`src/rtl/strobe_sequencer.sv`:
```
// strobe_sequencer: synchronised, edge-detected, divided trigger launching a delay/pulse/holdoff strobe.
// Optional macro STROBE_SEQ_MISS_CNT_EN adds the saturating missed-trigger counter (miss_count).
module strobe_sequencer #(
   parameter int CNT_W  = 32,
   parameter int MISS_W = 16
) (
   input  logic              clk48,
   input  logic              rst_n,
   input  logic              trig_in,
   input  logic              enable,
   input  logic              cfg_we,
   input  logic [1:0]        cfg_addr,
   input  logic [CNT_W-1:0]  cfg_wdata,
   output logic              strobe_out,
   output logic              busy,
   output logic              trig_acc
`ifdef STROBE_SEQ_MISS_CNT_EN
   ,
   output logic [MISS_W-1:0] miss_count
`endif
);

   typedef enum logic [1:0] {S_IDLE, S_DELAY, S_PULSE, S_HOLD} state_t;

   state_t           state, state_nxt;
   logic             sync_p0, sync_p1, sync_p2;
   logic             qedge;
   logic [CNT_W-1:0] div_reg, delay_reg, width_reg, hold_reg;
   logic [CNT_W-1:0] width_sh, hold_sh;
   logic [CNT_W-1:0] div_cnt, tmr;
   logic [CNT_W-1:0] div_eff, div_wdata;
   logic             accept, div_wr, pulse_on;

   function automatic logic [CNT_W-1:0] at_least_one(input logic [CNT_W-1:0] v);
      return (v == '0) ? CNT_W'(1) : v;
   endfunction

   // Trigger path: two synchroniser flops, third flop for rising-edge detect
   always_ff @(posedge clk48 or negedge rst_n) begin
      if (!rst_n) begin
         sync_p0 <= 1'b0;
         sync_p1 <= 1'b0;
         sync_p2 <= 1'b0;
      end else begin
         sync_p0 <= trig_in;
         sync_p1 <= sync_p0;
         sync_p2 <= sync_p1;
      end
   end

   assign qedge  = sync_p1 & ~sync_p2;
   assign div_wr = cfg_we && (cfg_addr == 2'd0);

`ifdef STROBE_SEQ_MISS_CNT_EN
   assign div_wdata = {1'b0, cfg_wdata[CNT_W-2:0]};
`else
   assign div_wdata = cfg_wdata;
`endif

   assign div_eff = at_least_one(div_reg);
   assign accept  = (state == S_IDLE) && enable && qedge && (div_cnt >= div_eff - CNT_W'(1));

   always_ff @(posedge clk48 or negedge rst_n) begin
      if (!rst_n) begin
         div_reg   <= CNT_W'(1);
         delay_reg <= '0;
         width_reg <= CNT_W'(480);
         hold_reg  <= '0;
      end else if (cfg_we) begin
         case (cfg_addr)
            2'd0:    div_reg   <= div_wdata;
            2'd1:    delay_reg <= cfg_wdata;
            2'd2:    width_reg <= cfg_wdata;
            default: hold_reg  <= cfg_wdata;
         endcase
      end
   end

   // Divider: only edges seen while already idle count towards acceptance
   always_ff @(posedge clk48 or negedge rst_n) begin
      if (!rst_n) begin
         div_cnt  <= '0;
         trig_acc <= 1'b0;
      end else begin
         trig_acc <= accept;
         if (div_wr || !enable || accept)
            div_cnt <= '0;
         else if ((state == S_IDLE) && qedge)
            div_cnt <= div_cnt + CNT_W'(1);
      end
   end

   always_ff @(posedge clk48 or negedge rst_n) begin
      if (!rst_n) state <= S_IDLE;
      else        state <= state_nxt;
   end

   always_comb begin
      state_nxt = state;
      case (state)
         S_IDLE:  if (accept) state_nxt = (delay_reg != '0) ? S_DELAY : S_PULSE;
         S_DELAY: if (tmr == '0) state_nxt = S_PULSE;
         S_PULSE: if (tmr == '0) state_nxt = (hold_sh != '0) ? S_HOLD : S_IDLE;
         S_HOLD:  if (tmr == '0) state_nxt = S_IDLE;
         default: state_nxt = S_IDLE;
      endcase
   end

   always_comb begin
      pulse_on = 1'b0;
      busy     = 1'b0;
      if (state == S_PULSE) pulse_on = 1'b1;
      if (state != S_IDLE)  busy     = 1'b1;
   end

   // Timing shadows are captured at accept so register writes never disturb a sequence in flight
   always_ff @(posedge clk48 or negedge rst_n) begin
      if (!rst_n) begin
         tmr      <= '0;
         width_sh <= CNT_W'(480);
         hold_sh  <= '0;
      end else if (accept) begin
         width_sh <= at_least_one(width_reg);
         hold_sh  <= hold_reg;
         tmr      <= (delay_reg != '0) ? delay_reg - CNT_W'(1)
                                       : at_least_one(width_reg) - CNT_W'(1);
      end else begin
         case (state)
            S_DELAY: tmr <= (tmr == '0) ? width_sh - CNT_W'(1) : tmr - CNT_W'(1);
            S_PULSE: begin
               if (tmr != '0)           tmr <= tmr - CNT_W'(1);
               else if (hold_sh != '0)  tmr <= hold_sh - CNT_W'(1);
               else                     tmr <= '0;
            end
            S_HOLD:  if (tmr != '0) tmr <= tmr - CNT_W'(1);
            default: tmr <= tmr;
         endcase
      end
   end

   always_ff @(posedge clk48 or negedge rst_n) begin
      if (!rst_n) strobe_out <= 1'b0;
      else        strobe_out <= pulse_on;
   end

`ifdef STROBE_SEQ_MISS_CNT_EN
   // Edges consumed while not idle (including the re-entry edge) are dropped and tallied
   always_ff @(posedge clk48 or negedge rst_n) begin
      if (!rst_n)
         miss_count <= '0;
      else if (div_wr && cfg_wdata[CNT_W-1])
         miss_count <= '0;
      else if (qedge && (state != S_IDLE) && (miss_count != {MISS_W{1'b1}}))
         miss_count <= miss_count + MISS_W'(1);
   end
`endif

endmodule

```
`config.mk`:
```
export PLATFORM = sky130hd
export DESIGN_NAME = strobe_sequencer
export DESIGN_NICKNAME = d
export VERILOG_FILES = /design/src/rtl/strobe_sequencer.sv
export SDC_FILE = /design/constraint.sdc
export NUM_CORES = 1
export LEC_CHECK = 0
export ABC_AREA = 1
export CAP_MARGIN = 10
export CORE_ASPECT_RATIO = 0.9
export CORE_MARGIN = 2
export CORE_UTILIZATION = 55
export CTS_BUF_LIST = sky130_fd_sc_hd__clkbuf_4
export CTS_CLUSTER_SIZE = 14
export DETAILED_ROUTE_END_ITERATION = 8
export PLACE_DENSITY = 0.75
export SLEW_MARGIN = 20
export SYNTH_ARGS = -nofsm -noshare
export SYNTH_HDL_FRONTEND = slang
export SYNTH_SLANG_ARGS = --single-unit
```
`constraint.sdc`:
```
create_clock -name clk48 -period 4.24 [get_ports clk48]
set_clock_uncertainty 0.05 [all_clocks]
set_input_delay 0.848 -clock clk48 [delete_from_list [all_inputs] [get_ports clk48]]
set_output_delay 0.848 -clock clk48 [all_outputs]
set_load 0.1 [all_outputs]
```
== Word level (Yosys, flattened, before mapping) ==
Cells that the tools add are included.

* Bits in registers: 263
* Input bits: 39
* Output and inout bits: 3

* Add/subtract/negate cells: 7
* Order comparisons: 1
* Equality and inequality tests: 10
* Multiplexer cells: 20
* Bitwise gates (word level): 3
* Reduce and logical (&&, ||, !) cells: 26

{| class="wikitable"
|+ Operator list
! kind !! number
|-
| 32-bit 2-to-1 mux || 10
|-
| 32-bit by 1-bit subtractor with 32-bit output, second input constant || 6
|-
| 32-bit zero test || 3
|-
| 32-bit case mux with 3 select lines || 1
|-
| 32-bit nonzero test || 3
|-
| 32-bit by 1-bit adder with 32-bit output, second input constant || 1
|-
| 32-bit greater-or-equal comparator || 1
|-
| 2-bit 2-to-1 mux || 6
|-
| 2-bit AND reduction || 5
|-
| 2-bit != test, second input constant || 4
|-
| 2-bit case mux with 4 select lines || 1
|-
| 2-bit == test, second input constant || 3
|-
| 1-bit logical AND || 5
|-
| 2-bit by 1-bit == test with 1-bit output, second input constant || 2
|-
| 2-bit zero test || 2
|-
| 4-bit AND reduction || 1
|-
| 2-bit nonzero test || 2
|-
| 4-bit nonzero test || 1
|-
| 3-bit != test, second input constant || 1
|-
| 3-bit OR reduction || 1
|-
| 1-bit logical OR || 2
|-
| 1-bit 2-to-1 mux || 2
|-
| 1-bit inverter || 2
|-
| 1-bit AND || 1
|-
| 1-bit zero test || 1
|}

== Logic depth before layout (Yosys ltp) ==
* Depth after elaboration: 7
* Depth in mapped cells: 31
* Depth with buffers taken out: 30

== Least setup slack after synthesis ==
OpenSTA, ideal clock, no wires.

* Kind: flip-flop to flip-flop
* Start point: register div_reg[0]
* End point: register tmr[22]
* Setup time: 0.114 ns
* Arrival: 4.254 ns
* Data required time: 4.076 ns
* Setup slack: -0.178 ns
* Stages on the path, launching flop included: 29
* Clock period less this slack: 4.418 ns
* Path through: dfstp_2 -> inv_1 -> nand4_1 -> nor3_1 -> a31oi_1 -> ha_1 -> nand3_1 -> nor2_1 -> inv_1 -> nor2_1 -> nand3_1 -> nor3_2 -> nand3_1 -> nor2_1 -> nand3_1 -> xor2_1 -> ha_1 -> nand2_1 -> nor2_1 -> nand2_1 -> nor4_1 -> nand3_1 -> nand3_1 -> nand2_1 -> inv_2 -> clkbuf_1 -> nand3_1 -> nand3_1 -> inv_1

* Word-level cells in the longest chain between the ends: 7
* Elaborated cells between the ends (all ways): 9
* Classes of those cells: 1 x add/sub; 1 x order compare; 1 x eq/ne; 2 x mux; 4 x reduce/logical

{| class="wikitable"
|+ Ends and longest elaborated chain
! element !! line !! text
|-
| from (decl) || 28 || <nowiki>logic [CNT_W-1:0] div_reg, delay_reg, width_reg, hold_reg;</nowiki>
|-
| from (signal assigned) || 71 || <nowiki>2'd0: div_reg <= div_wdata;</nowiki>
|-
| 32-bit zero test || 35 || <nowiki>return (v == '0) ? CNT_W'(1) : v;</nowiki>
|-
| 32-bit 2-to-1 mux * || 35 ||
|-
| 32-bit by 1-bit subtractor with 32-bit output * || 61 || <nowiki>assign accept = (state == S_IDLE) && enable && qedge && (div_cnt >= div_eff - CNT_W'(1));</nowiki>
|-
| 32-bit greater-or-equal comparator * || 61 ||
|-
| 1-bit logical AND * || 61 ||
|-
| 3-bit != test (no source line) or 4-bit nonzero test (tied branches) || -- ||
|-
| 2-bit AND reduction (no source line) || -- ||
|-
| to (signal assigned) || 125 || <nowiki>tmr <= (delay_reg != '0) ? delay_reg - CNT_W'(1)</nowiki>
|-
| to (signal assigned) || 129 || <nowiki>S_DELAY: tmr <= (tmr == '0) ? width_sh - CNT_W'(1) : tmr - CNT_W'(1);</nowiki>
|-
| to (signal assigned) || 131 || <nowiki>if (tmr != '0) tmr <= tmr - CNT_W'(1);</nowiki>
|-
| to (decl) || 30 || <nowiki>logic [CNT_W-1:0] div_cnt, tmr;</nowiki>
|}

Mark *: on every way between the ends. The rest lies on a longest branch, timed or not.
A chain may end at the register's enable or synchronous reset.

== Worst setup path after layout ==
* Start point: register div_reg[0]
* End point: register tmr[14]

Same word-level chain as after synthesis.

==> flow_metrics.tcl <==
set metrics [dict create \
    required_ns 4.77 \
    final_cell_mix "nand2_1 (608), nor2_1 (303), dfrtp_1 (254)" \
    drv_slew 0 \
    via_count 17026 \
    syn_area_sq_um 16400 \
    vias_per_cell 5.75 \
    startpoint "div_reg[0]" \
    cap_violations 0 \
    fp-row-count 59 \
    rr_startpoint "div_reg[0]" \
    io_buffers 41 \
    finalCritPeriodShare 0.983 \
    critPathLaunchType "flop" \
    dr.pass1.iters 8 \
    grt_use_total 0.379 \
    clk_path_buf_depth 3 \
    synthCells 2332 \
    finalNetCount 2589 \
    antenna_left 0 \
    wl_met3_mm 6.87 \
    critPathArrivalTime_ns 4.70 \
    tightest_slew_ns 1.09 \
    wl_met2_mm 24.5 \
    setup-violations-final 0 \
    ys.flop_type "dfrtp_1" \
    area_delta_synth_final_pct 20.4 \
    core_area_sq_um 29200 \
    grt_pass1_wl_mm 89.7 \
    dp_hpwl_mm 44.5 \
    grt_overflow 0 \
    io_pins 42 \
    power_density_nw_per_um2 373 \
    yosysSeqAreaShare 0.402 \
    die_area_sq_um 31200 \
    place_area_sq_um 17800 \
    floorplan.initialDensity 0.563 \
    clk_pin_slew_ns 0.07 \
    die_w_um 186 \
    slowest_delay_ns 0.55 \
    leakage_nw 9.23 \
    async_reset_ff_frac 1.00 \
    cp_max_fo 8 \
    cts_tree "done" \
    avgSynthCellArea_sq_um 7.04 \
    slowest_stage "dfstp_2" \
    die_h_um 168 \
    wl_met1_mm 25.5 \
    final_common_cell "nand2_1" \
    rsz0062_at_grt "true" \
    wl_per_cell_um 19.9 \
    status "completed" \
    endpoint_kind "flop" \
    fmax_mhz 240 \
    synth-edff-count 0 \
    synthesis.nets 2411 \
    stdcell_area_sq_um 19800 \
    drive_gt1_frac 0.155 \
    postCtsHoldBufs 0 \
    hp-class "in2async" \
    drc 0 \
    finalWirelength_mm 58.9 \
    cts_root_buffer "clkbuf_4" \
    hold_viol 0 \
    antenna_found_initial 4 \
    highest_layer "met4" \
    fin_setup_tns_ns 0 \
    synth-seq-cells 263 \
    cts_sinks 263 \
    cts-buffers-inserted 71 \
    yosysWarningCount 0 \
    ys_types 48 \
    crit_top_cell "nand3_2" \
    grt_max_degree 80 \
    grt_pass1_vias 15589 \
    ir_drop_v 0.000278 \
    slew_headroom 0.274 \
    gp_congestion 1.03 \
    insertion_delay_ns 0.73 \
    drt-initial-drc-count 2209 \
    path_class "reg2reg" \
    fin_crit_ns 4.17 \
    htreeDepth 3 \
]
-- metrics by stage --
| stage | hold slack (ns) | util | total power, mW | cells | setup WS (ns) |
|---|---|---|---|---|---|
| 5_1_grt | 0.0518 | 0.678 | 7.78 | 2959 | -0.214 |
| 3_3_place_gp | 0.282 | 0.611 | 4.92 | 2796 | -0.229 |
| 2_1_floorplan | 0.281 | - | 4.24 | 2332 | 0.0398 |
| 3_5_place_dp | 0.300 | 0.611 | 4.97 | 2796 | -0.507 |
| 4_1_cts | 0.0565 | 0.654 | 7.25 | 2936 | -0.0148 |
| 6_report | 0.0285 | 0.678 | 7.38 | 2960 | 0.0703 |
-- final cells by class --
cell class                 instances  area, sq um
fill                            2577         9400
multi-input combinational       1758         9190
sequential                       263         6590
timing repair buffer             164         1660
inverter                         252          958
clock buffer                     104          781
tap                              396          495
clock inverter                    21         81.3
antenna                            2         5.00
-- per-layer routing --
layer / track usage / vias up
met5: 0 / -
met4: 0.129 / 0
met3: 0.108 / 108
met2: 0.526 / 970
met1: 0.564 / 7994
li1: - / 7954
-- final timing paths --
kind | to | depth (start not counted) | slack (ns)
setup / recovery | tmr[14] | 29 | 0.07
setup reg to reg | tmr[14] | 29 | 0.07
hold reg to reg | sync_p1 | 0 | 0.30
max in group asynchronous | width_reg[7] | 2 | 3.07
min in group clk48 | sync_p1 | 0 | 0.30
hold / removal | hold_sh[30] | 1 | 0.03
-- kinds of logic (layout without fill, tap and decap cells) --
group / count (synthesis) / after routing / synth area share
compound gates: 393 / 393 / 0.130
fa+ha+maj: 40 / 40 / 0.0305
buf+inv: 311 / 541 / 0.0741
flops: 263 / 263 / 0.402
xor+xnor: 96 / 96 / 0.0512
other cells: 0 / 2 / 0
simple gates: 1229 / 1229 / 0.313
-- report_power, final --
part           switching, mW  leakage [nW]  internal [mW]
sequential             0.380          3.18           2.84
clock                   1.12         0.527           1.12
combinational           1.20          5.52          0.719
-- worst max-delay path, delay by kind of cell, from the launching register on --
family | cells | cell delay (ns)
and+or+nand+nor | 17 | 1.71
xor gates and xnor gates | 1 | 0.17
DFF | 1 | 0.55
adders and majority gates | 2 | 0.46
buffers and inverters | 6 | 0.62
AOI/OAI and AO/OA | 3 | 0.48
-- synthesized netlist by cell type (22+ instances only) --
library cell / count / area share
a21oi_1: 69 / 0.021
clkbuf_1: 45 / 0.010
dfrtp_1: 254 / 0.39
ha_1: 40 / 0.031
inv_1: 241 / 0.055
nand2_1: 630 / 0.14
nand3_1: 126 / 0.038
nand4_1: 38 / 0.014
nor2_1: 328 / 0.075
nor3_1: 47 / 0.014
o21ai_0: 260 / 0.079
xnor2_1: 22 / 0.012
xor2_1: 74 / 0.039
-- repair_timing --
action,CTS,global route
cloned,2,5
resized for setup,62,126
endpoints found under the hold margin,0,0
buffers inserted,13,17
pin swaps,22,31
endpoints found under the setup margin,131,131
(Power assumes the default switching activity.)
